--- src/rtl/store_align_buffer_if.sv ---
// store_align_buffer_if: pipeline store request, memory write and fault reporting bundle
interface store_align_buffer_if;
   logic        in_valid;
   logic        in_ready;
   logic [31:0] in_addr;
   logic [31:0] in_data;
   logic [1:0]  in_size;
   logic        flush;
   logic        mem_valid;
   logic        mem_ready;
   logic [31:0] mem_addr;
   logic [31:0] mem_wdata;
   logic [3:0]  mem_be;
   logic        misalign_err;
   logic [31:0] err_addr;
   logic        empty;
   modport slave (
      input  in_valid, in_addr, in_data, in_size, flush, mem_ready,
      output in_ready, mem_valid, mem_addr, mem_wdata, mem_be, misalign_err, err_addr, empty
   );
   modport master (
      output in_valid, in_addr, in_data, in_size, flush, mem_ready,
      input  in_ready, mem_valid, mem_addr, mem_wdata, mem_be, misalign_err, err_addr, empty
   );
endinterface

--- src/rtl/store_align_buffer.sv ---
// store_align_buffer: lane-aligns byte/half/word stores and queues them for data memory
module store_align_buffer #(
   parameter int DEPTH = 2
) (
   input logic clk,
   input logic rst_n,
   store_align_buffer_if.slave bus
);
   localparam int AW = $clog2(DEPTH);
   logic [29:0]   addr_q [DEPTH];
   logic [31:0]   data_q [DEPTH];
   logic [3:0]    be_q   [DEPTH];
   logic [AW-1:0] wr_ptr, rd_ptr;
   logic [AW:0]   count;
   logic          accept, aligned, push, pop, err_q;
   logic [31:0]   err_addr_q, fmt_wdata;
   logic [3:0]    fmt_be;
   assign bus.in_ready = (count < (AW+1)'(DEPTH)) && !bus.flush;
   assign accept = bus.in_valid && bus.in_ready;
   assign aligned = (bus.in_size == 2'b00) ||
                    (bus.in_size == 2'b01 && !bus.in_addr[0]) ||
                    (bus.in_size == 2'b10 && bus.in_addr[1:0] == 2'b00);
   assign push = accept && aligned;
   assign pop = bus.mem_valid && bus.mem_ready;
   // Replicate the narrow value on every lane; the enables pick the lanes memory writes.
   assign fmt_wdata = bus.in_size == 2'b00 ? {4{bus.in_data[7:0]}} :
                      bus.in_size == 2'b01 ? {2{bus.in_data[15:0]}} : bus.in_data;
   assign fmt_be = bus.in_size == 2'b00 ? 4'b0001 << bus.in_addr[1:0] :
                   bus.in_size == 2'b01 ? (bus.in_addr[1] ? 4'b1100 : 4'b0011) : 4'b1111;
   assign bus.mem_valid = count != '0;
   assign bus.empty = count == '0;
   assign bus.mem_addr = bus.mem_valid ? {addr_q[rd_ptr], 2'b00} : '0;
   assign bus.mem_wdata = bus.mem_valid ? data_q[rd_ptr] : '0;
   assign bus.mem_be = bus.mem_valid ? be_q[rd_ptr] : '0;
   assign bus.misalign_err = err_q;
   assign bus.err_addr = err_addr_q;
   always_ff @(posedge clk) begin
      if (push) begin
         addr_q[wr_ptr] <= bus.in_addr[31:2];
         data_q[wr_ptr] <= fmt_wdata;
         be_q[wr_ptr]   <= fmt_be;
      end
   end
   always_ff @(posedge clk or negedge rst_n) begin
      if (!rst_n) begin
         wr_ptr     <= '0;
         rd_ptr     <= '0;
         count      <= '0;
         err_q      <= 1'b0;
         err_addr_q <= '0;
      end else begin
         err_q <= accept && !aligned;
         if (accept && !aligned) err_addr_q <= bus.in_addr;
         if (bus.flush) begin
            wr_ptr <= '0;
            rd_ptr <= '0;
            count  <= '0;
         end else begin
            if (push) wr_ptr <= wr_ptr + 1'b1;
            if (pop) rd_ptr <= rd_ptr + 1'b1;
            count <= count + {{AW{1'b0}}, push} - {{AW{1'b0}}, pop};
         end
      end
   end
endmodule

--- src/flat_wrapper.sv ---
// flat-port wrapper written by rule: the top's interface ports become plain ports
module store_align_buffer_flat 
#(
   parameter int DEPTH = 2
)
  (clk, rst_n, bus_in_valid, bus_in_addr, bus_in_data, bus_in_size, bus_flush, bus_mem_ready, bus_in_ready, bus_mem_valid, bus_mem_addr, bus_mem_wdata, bus_mem_be, bus_misalign_err, bus_err_addr, bus_empty);
  store_align_buffer_if bus_i ();
  input logic clk;
  input logic rst_n;
  input wire logic [$bits(bus_i.in_valid)-1:0] bus_in_valid;
  input wire logic [$bits(bus_i.in_addr)-1:0] bus_in_addr;
  input wire logic [$bits(bus_i.in_data)-1:0] bus_in_data;
  input wire logic [$bits(bus_i.in_size)-1:0] bus_in_size;
  input wire logic [$bits(bus_i.flush)-1:0] bus_flush;
  input wire logic [$bits(bus_i.mem_ready)-1:0] bus_mem_ready;
  output wire logic [$bits(bus_i.in_ready)-1:0] bus_in_ready;
  output wire logic [$bits(bus_i.mem_valid)-1:0] bus_mem_valid;
  output wire logic [$bits(bus_i.mem_addr)-1:0] bus_mem_addr;
  output wire logic [$bits(bus_i.mem_wdata)-1:0] bus_mem_wdata;
  output wire logic [$bits(bus_i.mem_be)-1:0] bus_mem_be;
  output wire logic [$bits(bus_i.misalign_err)-1:0] bus_misalign_err;
  output wire logic [$bits(bus_i.err_addr)-1:0] bus_err_addr;
  output wire logic [$bits(bus_i.empty)-1:0] bus_empty;
  assign bus_i.in_valid = bus_in_valid;
  assign bus_i.in_addr = bus_in_addr;
  assign bus_i.in_data = bus_in_data;
  assign bus_i.in_size = bus_in_size;
  assign bus_i.flush = bus_flush;
  assign bus_i.mem_ready = bus_mem_ready;
  assign bus_in_ready = bus_i.in_ready;
  assign bus_mem_valid = bus_i.mem_valid;
  assign bus_mem_addr = bus_i.mem_addr;
  assign bus_mem_wdata = bus_i.mem_wdata;
  assign bus_mem_be = bus_i.mem_be;
  assign bus_misalign_err = bus_i.misalign_err;
  assign bus_err_addr = bus_i.err_addr;
  assign bus_empty = bus_i.empty;
  store_align_buffer #(.DEPTH(DEPTH)) u_core (.clk(clk), .rst_n(rst_n), .bus(bus_i));
endmodule
--- config.mk ---
export PLATFORM = sky130hd
export DESIGN_NAME = store_align_buffer_flat
export DESIGN_NICKNAME = d
export VERILOG_FILES = /design/src/rtl/store_align_buffer_if.sv /design/src/rtl/store_align_buffer.sv /design/src/flat_wrapper.sv
export SDC_FILE = /design/constraint.sdc
export NUM_CORES = 1
export LEC_CHECK = 0
export BUFFER_PORTS_ARGS = -buffer_cell sky130_fd_sc_hd__buf_2
export CORE_ASPECT_RATIO = 1.4
export CORE_MARGIN = 2
export CORE_UTILIZATION = 55
export DETAILED_ROUTE_END_ITERATION = 7
export PLACE_DENSITY = 0.89
export SKIP_LAST_GASP = 1
export SYNTH_ARGS = -nofsm -noshare
export SYNTH_HDL_FRONTEND = slang
export SYNTH_SLANG_ARGS = --single-unit
export TNS_END_PERCENT = 20
--- constraint.sdc ---
create_clock -name clk -period 6.3 [get_ports clk]
set_clock_uncertainty 0.2 [all_clocks]
set_input_delay 0.945 -clock clk [delete_from_list [all_inputs] [get_ports clk]]
set_output_delay 0.945 -clock clk [all_outputs]
set_load 0.03 [all_outputs]
==> metrics.csv, run 1 <==
stage,metric,value,unit
clock_network,worst-skew pair later-pin latency,0.41,ns
clock_network,clock-pin slew on the worst setup and hold paths,0.06,ns
logic_synthesis,synth unique cells,29,
power_and_ir_drop,Leak Pwr,3.49,nW
logic_synthesis,"FFs w/ async S/R, synth",0.219,
logic_synthesis,Synth top cells by count,"edfxtp_1, mux2i_1, nor2_1",
global_routing,largest net degree at the start of global routing,68,
timing,Fin. Hold Viols,0,
final_layout,ANT cells,0,
critical_path,worst endpoint required time,5.15,ns
logic_synthesis,top-count cell post-synth,edfxtp_1,
logic_synthesis,"flops & latches, synth",169,
logic_synthesis,Syn Std Cell Area,6980,um2
clock_network,setup bufs post-CTS,0,
final_layout,Final Non-Filler Cells,765,
status,status,"finished, final reports clean",
flow_run,MaxCap Viol Count,0,
drt,initial drt markers,270,
drt,vias per inst,5.39,
logic_synthesis,Yosys top cell area share,0.568,
floorplanning,Die H,137,um
timing,Setup Viol. Count Final,0,
floorplanning,DIE WIDTH,99.2,um
drt,DRC,0,
clock_network,H-tree depth,4,
floorplanning,Placeable Area,12400,um2
global_routing,first-pass GRT wire length,21.8,mm
worst_hold_path,HP Class,reg2reg,
global_routing,Overflow after GRT,0,
floorplanning,Cell Rows,48,
critical_path,R2R cell count,4,
clock_network,CTS root buf,clkbuf_16,
place,I/O Buffers,172,
final_layout,Final nets,675,
final_layout,Finished Core Util,0.691,
timing,actual slew at the worst max-slew pin,1.22,ns
logic_synthesis,"Seq/Total Area, Yosys",0.700,
critical_path,CP Class,reg2out,
floorplanning,Initial Util,0.564,
logic_synthesis,biggest area consumer among synthesized cells,edfxtp_1,
place,DP HPWL,9.68,mm
timing,fin. max-slew vios,0,
place,Placed Instance Area,7900,um2
timing,RSZ-0062 raised after global routing,false,
worst_hold_path,Worst Min Path Start,u_core.bus.err_addr[13]$_DFFE_PN0P_,
drt,drt total wl,14.6,mm
power_and_ir_drop,Max IR drop VDD,0.000316,V
clock_network,CTS tree,yes,
final_layout,Syn-to-layout area delta,22.4,%
timing,post-route setup TNS,0,ns
global_routing,number of antenna violations at the first check in global routing,0,
clock_network,CTS resizes,0,
critical_path,R2R Setup Slk,3.48,ns
critical_path,R2R Path End,u_core.data_q[0][14]$_DFFE_PP_,
final_layout,layout cells sized above 1,0.423,
logic_synthesis,Synth Instances,433,
clock_network,# clock sinks,169,
logic_synthesis,Synth Flop Type,edfxtp_1,
drt,via count,4122,
clock_network,CTS buffer count,17,
global_routing,Total GRT Usage,0.214,
clock_network,hold-fix buffers at CTS,0,
logic_synthesis,Syn Area/Cell,16.1,um2
place,Placed Cells,733,
critical_path,crit path DAT,2.42,ns
place,GP Congestion,0.834,
timing,Slew Limit Headroom,0.184,
final_layout,fin area,8540,um2
timing,FMAX,280,MHz
power_and_ir_drop,pwr dens,486,nW/um2
critical_path,maximum fanout along the worst path,67,
logic_synthesis,"EDFF count, synth",132,
worst_hold_path,worst hold path cell count,1,
logic_synthesis,Synthesis Warnings,0,
clock_network,CTS Buffer Depth,2,
logic_synthesis,synth top area cells,"edfxtp_1, dfrtp_1, mux2i_1",
final_layout,# fillers,826,
timing,period utilization,0.566,
timing,crit path time final,3.57,ns
critical_path,crit end category,primary output,
critical_path,CP Launch Type,flop,
drt,first-pass detailed-route iteration total,5,
drt,post-detailed-route count of antenna-violating nets,0,
critical_path,Crit Reg-Reg Startpoint,u_core.count[1]$_DFF_PN0_,
global_routing,vias in the first global route,4225,
worst_hold_path,WHS Endpoint,u_core.bus.err_addr[13]$_DFFE_PN0P_,
drt,drt wl/cell,19.0,um
floorplanning,IO Pins,175,
floorplanning,die area,13600,um2
-- flip-flops by register name, summed over array words and instances (netlist names) --
| signal | cells |
|---|---|
| u_core.data_q | 64 |
| u_core.addr_q | 60 |
| u_core.bus.err_addr | 32 |
| u_core.be_q | 8 |
| u_core.count | 2 |
| u_core.bus.misalign_err | 1 |
| u_core.rd_ptr | 1 |
| u_core.wr_ptr | 1 |
-- area by class of cell --
cell class	instances	area, um2	share of cell area
clock buffers	18	429	0.0502
clock inverters	14	220	0.0258
well taps	150	188	0.0220
repair buffers	174	876	0.103
multi-input cells	233	1910	0.224
inverters	7	26.3	0.00308
flip-flops and latches	169	4890	0.573
-- worst max-delay path, stage by stage, from the launching register on --
cell and delay, ns:
dfrtp_1 0.42, or2_2 0.32, inv_2 0.82, nor2_1 0.17, buf_2 0.24
-- layer usage --
layer | vias to the layer above | wire length [um] | global-route usage
met5 | - | 0 | 0
met4 | 0 | 274 | 0.0791
met2 | 179 | 8000 | 0.391
li1 | 1910 | - | -
met3 | 19 | 952 | 0.0578
met1 | 2014 | 5340 | 0.238
-- how the worst max path moves through the flow --
| stage | start | to | slack [ns] | cells after the start |
|---|---|---|---|---|
| CTS | u_core.count[1]$_DFF_PN0_ | bus_mem_addr[17] | 2.73 | 4 |
| global route | u_core.count[1]$_DFF_PN0_ | bus_mem_addr[17] | 2.61 | 4 |
| global placement | bus_in_size[1] | u_core.data_q[1][1]$_DFFE_PP_ | 2.72 | 5 |
| floorplan | bus_flush | u_core.addr_q[0][0]$_DFFE_PP_ | 1.09 | 3 |
| detailed placement | bus_in_size[1] | u_core.data_q[1][17]$_DFFE_PP_ | 2.62 | 5 |
| finish | u_core.count[1]$_DFF_PN0_ | bus_mem_wdata[24] | 2.73 | 4 |
-- cell families (layout without fill, tap and decap cells) --
family	Yosys count	after routing	synth area share
flip-flops	169	169	0.700
multiplexers	123	123	0.201
AND/OR/NAND/NOR	89	89	0.0513
buffers and inverters	32	213	0.0283
AO/OA/AOI/OAI	15	15	0.0127
adder cells (fa/ha/maj)	2	2	0.00358
XOR/XNOR	2	2	0.00251
other	1	2	0.000537
-- stage by stage --
stage / total power [mW] / hold WS [ns] / setup WS [ns]
final: 4.15 / 0.304 / 2.73
after global routing: 4.31 / 0.315 / 2.61
after CTS: 4.19 / 0.306 / 2.73
after detailed placement: 3.05 / 0.288 / 2.62
after global placement: 3.01 / 0.289 / 2.72
after floorplan: 2.62 / 0.269 / 1.09
-- report_power, final --
part           switching, mW  internal [mW]  total, mW
logic                   1.02          0.511       1.53
clock network          0.423          0.708       1.13
registers              0.149           1.34       1.49
total                   1.59           2.56       4.15
-- layout by cell type (no fill, tap or decap), types with 3 or more instances in the layout --
cell type / n
inv_1: 6
o21ai_0: 9
mux2_4: 29
clkbuf_16: 17
inv_6: 3
mux2_2: 19
nand2_1: 8
edfxtp_1: 132
buf_2: 172
dfrtp_1: 36
clkinv_4: 3
bufinv_16: 5
mux2i_1: 75
nor2_1: 71
No activity file was read; power rests on OpenSTA's default activity.
==> run 2, diff against run 1 <==
CORE_UTILIZATION = 48   (was 55)
PLACE_DENSITY = 0.83   (was 0.89)
clock period = 3 ns   (was 6.3 ns; I/O delays follow)
==> run 2 against run 1 <==
  * Sequential power up 100%
  * Flip-flop and latch count did not move
  * Largest power group unchanged
  * Combinational power up 120%
  * Critical path depth grew 1
  * Register-to-register slack got worse by 2.5 ns
  * Sequential share of layout area shrank 0.79 points
  * Non-clock buffer count grew 8
  * Critical endpoint is now bus_mem_addr[8]
==> metrics.csv, run 2 (synthesis results as in run 1) <==
stage,metric,value,unit,change
place,I/O Buffers,172,,unchanged
global_routing,vias in the first global route,4281,,+1.3%
final_layout,ANT cells,0,,unchanged
final_layout,Biggest register,u_core.data_q,,
clock_network,CTS tree,yes,,
timing,Fin. Hold Viols,0,,unchanged
drt,drt wl/cell,17.5,um,-8.2%
power_and_ir_drop,Leak Pwr,3.52,nW,+0.72%
critical_path,Crit Reg-Reg Startpoint,u_core.count[1]$_DFF_PN0_,,
final_layout,multi-input logic area,1910,um2,unchanged
power_and_ir_drop,Max IR drop VDD,0.000473,V,+50%
drt,initial drt markers,193,,-29%
critical_path,CP Launch Type,flop,,
critical_path,crit end category,primary output,,
critical_path,CP max stage delay,0.41,ns,-0.41 ns
clock_network,CTS Buffer Depth,2,,unchanged
global_routing,first-pass GRT wire length,22.3,mm,+2.1%
global_routing,largest net degree at the start of global routing,60,,-12%
drt,DRC,0,,unchanged
timing,Setup Viol. Count Final,0,,unchanged
timing,PnR worst setup slack,0.379,ns,-2.35 ns
timing,crit path time final,2.62,ns,
clock_network,clock-pin slew on the worst setup and hold paths,0.07,ns,about the same
place,pre-CTS WS,0.656,ns,-1.96 ns
critical_path,WP buf/inv,3,,+1
clock_network,# clock sinks,169,,unchanged
critical_path,R2R Setup Slk,0.99,ns,-2.49 ns
timing,RSZ-0062 raised after global routing,false,,
floorplanning,Cell Rows,52,,+8.3%
floorplanning,Initial Util,0.488,,-0.0765
drt,first-pass detailed-route iteration total,4,,-1
clock_network,worst-skew pair later-pin latency,0.42,ns,about the same
timing,FMAX,382,MHz,
final_layout,Seq. cell area,4890,um2,unchanged
worst_hold_path,HP Class,in2reg,,
global_routing,Total GRT Usage,0.189,,-0.0243
final_layout,# fillers,1121,,+36%
final_layout,Final nets,683,,+1.2%
timing,fin. max-slew vios,0,,unchanged
final_layout,Finished Core Util,0.605,,-0.0854
place,GP Congestion,0.768,,-7.9%
clock_network,CTS root buf,clkbuf_16,,
clock_network,CTS resizes,0,,unchanged
critical_path,R2R cell count,8,,+4
clock_network,H-tree depth,4,,unchanged
floorplanning,IO Pins,175,,unchanged
final_layout,"commonest non-fill, non-tap cell in the layout",buf_2,,
global_routing,number of antenna violations at the first check in global routing,1,,+1
critical_path,worst endpoint required time,2.35,ns,-2.80 ns
status,status,"finished, final reports clean",,
timing,Slew Limit Headroom,0.396,,+0.212
critical_path,R2R Path End,u_core.count[1]$_DFF_PN0_,,
drt,drt total wl,14.2,mm,-2.6%
final_layout,Syn-to-layout area delta,24.1,%,
floorplanning,die area,15500,um2,+14%
global_routing,Overflow after GRT,0,,unchanged
critical_path,top cell family by delay on the critical path,buffers and inverters,,
place,DP HPWL,9.61,mm,-0.79%
floorplanning,Die H,147,um,+6.8%
timing,period utilization,0.874,,
drt,post-detailed-route count of antenna-violating nets,0,,unchanged
worst_hold_path,WHS Endpoint,u_core.addr_q[0][16]$_DFFE_PP_,,
drt,vias per inst,5.06,,-6.1%
final_layout,fin area,8660,um2,+1.4%
critical_path,"Critical Path, Cell by Cell",or2_2 > inv_2 > buf_12 > nor2_1 > buf_2,,
critical_path,CP Class,reg2out,,
worst_hold_path,worst hold path cell count,1,,unchanged
drt,via count,4110,,-0.29%
floorplanning,Placeable Area,14300,um2,+16%
critical_path,crit path DAT,1.97,ns,-0.45 ns
final_layout,most frequent cells in the layout,"buf_2, edfxtp_1, mux2i_1",,
final_layout,layout cells sized above 1,0.429,,+0.00581
clock_network,CTS buffer count,17,,unchanged
critical_path,slowest CP cell,dfrtp_1,,
worst_hold_path,Worst Min Path Start,bus_in_addr[18],,
timing,actual slew at the worst max-slew pin,0.905,ns,-0.318 ns
floorplanning,DIE WIDTH,106,um,+6.8%
final_layout,max reg flops,64,,unchanged
power_and_ir_drop,pwr dens,984,nW/um2,+100%
critical_path,maximum fanout along the worst path,59,,-12%
place,Placed Instance Area,8070,um2,+2.2%
flow_run,MaxCap Viol Count,0,,unchanged
==> run 2: cell count changes in the layout (fill, tap and decap cells not counted) <==
| cell | change |
|---|---|
| buf_12 | +6 |
| buf_4 | +1 |
| bufinv_16 | -5 |
| clkbuf_1 | -1 |
| clkinv_1 | +1 |
| clkinv_2 | -2 |
| clkinv_4 | -1 |
| clkinv_8 | +2 |
| clkinvlp_4 | +1 |
| dlygate4sd3_1 | +1 |
| inv_6 | -2 |
| inv_8 | +7 |
==> run 2: worst max path at each step <==
stage                               from                                  end  slack, ns  cells after the start
3_3_place_gp              bus_in_size[1]  u_core.bus.err_addr[12]$_DFFE_PN0P_       0.70                      5
4_1_cts        u_core.count[1]$_DFF_PN0_                      bus_mem_addr[7]       0.36                      5
6_report       u_core.count[1]$_DFF_PN0_                      bus_mem_addr[8]       0.38                      5
5_1_grt        u_core.count[1]$_DFF_PN0_                        bus_mem_be[1]       0.28                      5
3_5_place_dp              bus_in_size[1]  u_core.bus.err_addr[12]$_DFFE_PN0P_       0.66                      5
2_1_floorplan                  bus_flush        u_core.addr_q[0][0]$_DFFE_PP_      -0.64                      3
==> run 2: worst reg2reg max path, stage by stage (launching register included) <==
cell and delay (ns):
dfrtp_1 0.41, o21ai_0 0.29, inv_1 0.09, ha_1 0.28, inv_1 0.04, ha_1 0.20
xor2_1 0.15, and2_1 0.15, nor3_1 0.12
==> run 2: timing repair <==
action | 4_1_cts | 5_1_grt
hold endpoints to repair | 7 | 0
setup buffers | 0 | 0
hold buffers | 1 | 0
==> run 2: metrics by stage <==
step                power (mW)  std cells  hold slack, ns  setup TNS [ns]
finish                    8.53        812          0.0321               0
CTS                       8.63        812          0.0153               0
global route              8.92        812          0.0148               0
floorplan                 5.49        434         -0.0456          -84.68
global placement          6.45        779           0.287               0
detailed placement        6.51        779           0.287               0
==> run 2: layout make-up <==
class                           instances  share of cell area
Inverter                                7             0.00303
Tap cell                              189              0.0273
Timing Repair Buffer                  182               0.117
Sequential cell                       169               0.565
Clock inverter                         15              0.0181
Clock buffer                           17              0.0491
Multi-Input combinational cell        233               0.221
==> run 2: per-layer routing <==
layer | vias to the layer above | wire length, um | global-route usage
met5 | - | 13 | 0
met2 | 143 | 7670 | 0.343
met1 | 2026 | 5490 | 0.218
met4 | 2 | 128 | 0.0559
met3 | 12 | 887 | 0.0513
li1 | 1927 | - | -
==> run 2: report_power, final <==
part	switching [mW]	internal [mW]	leakage, nW
Sequential	0.202	2.82	1.64
Clock	0.985	1.11	0.280
Combinational	2.27	1.14	1.60
Total	3.46	5.07	3.52
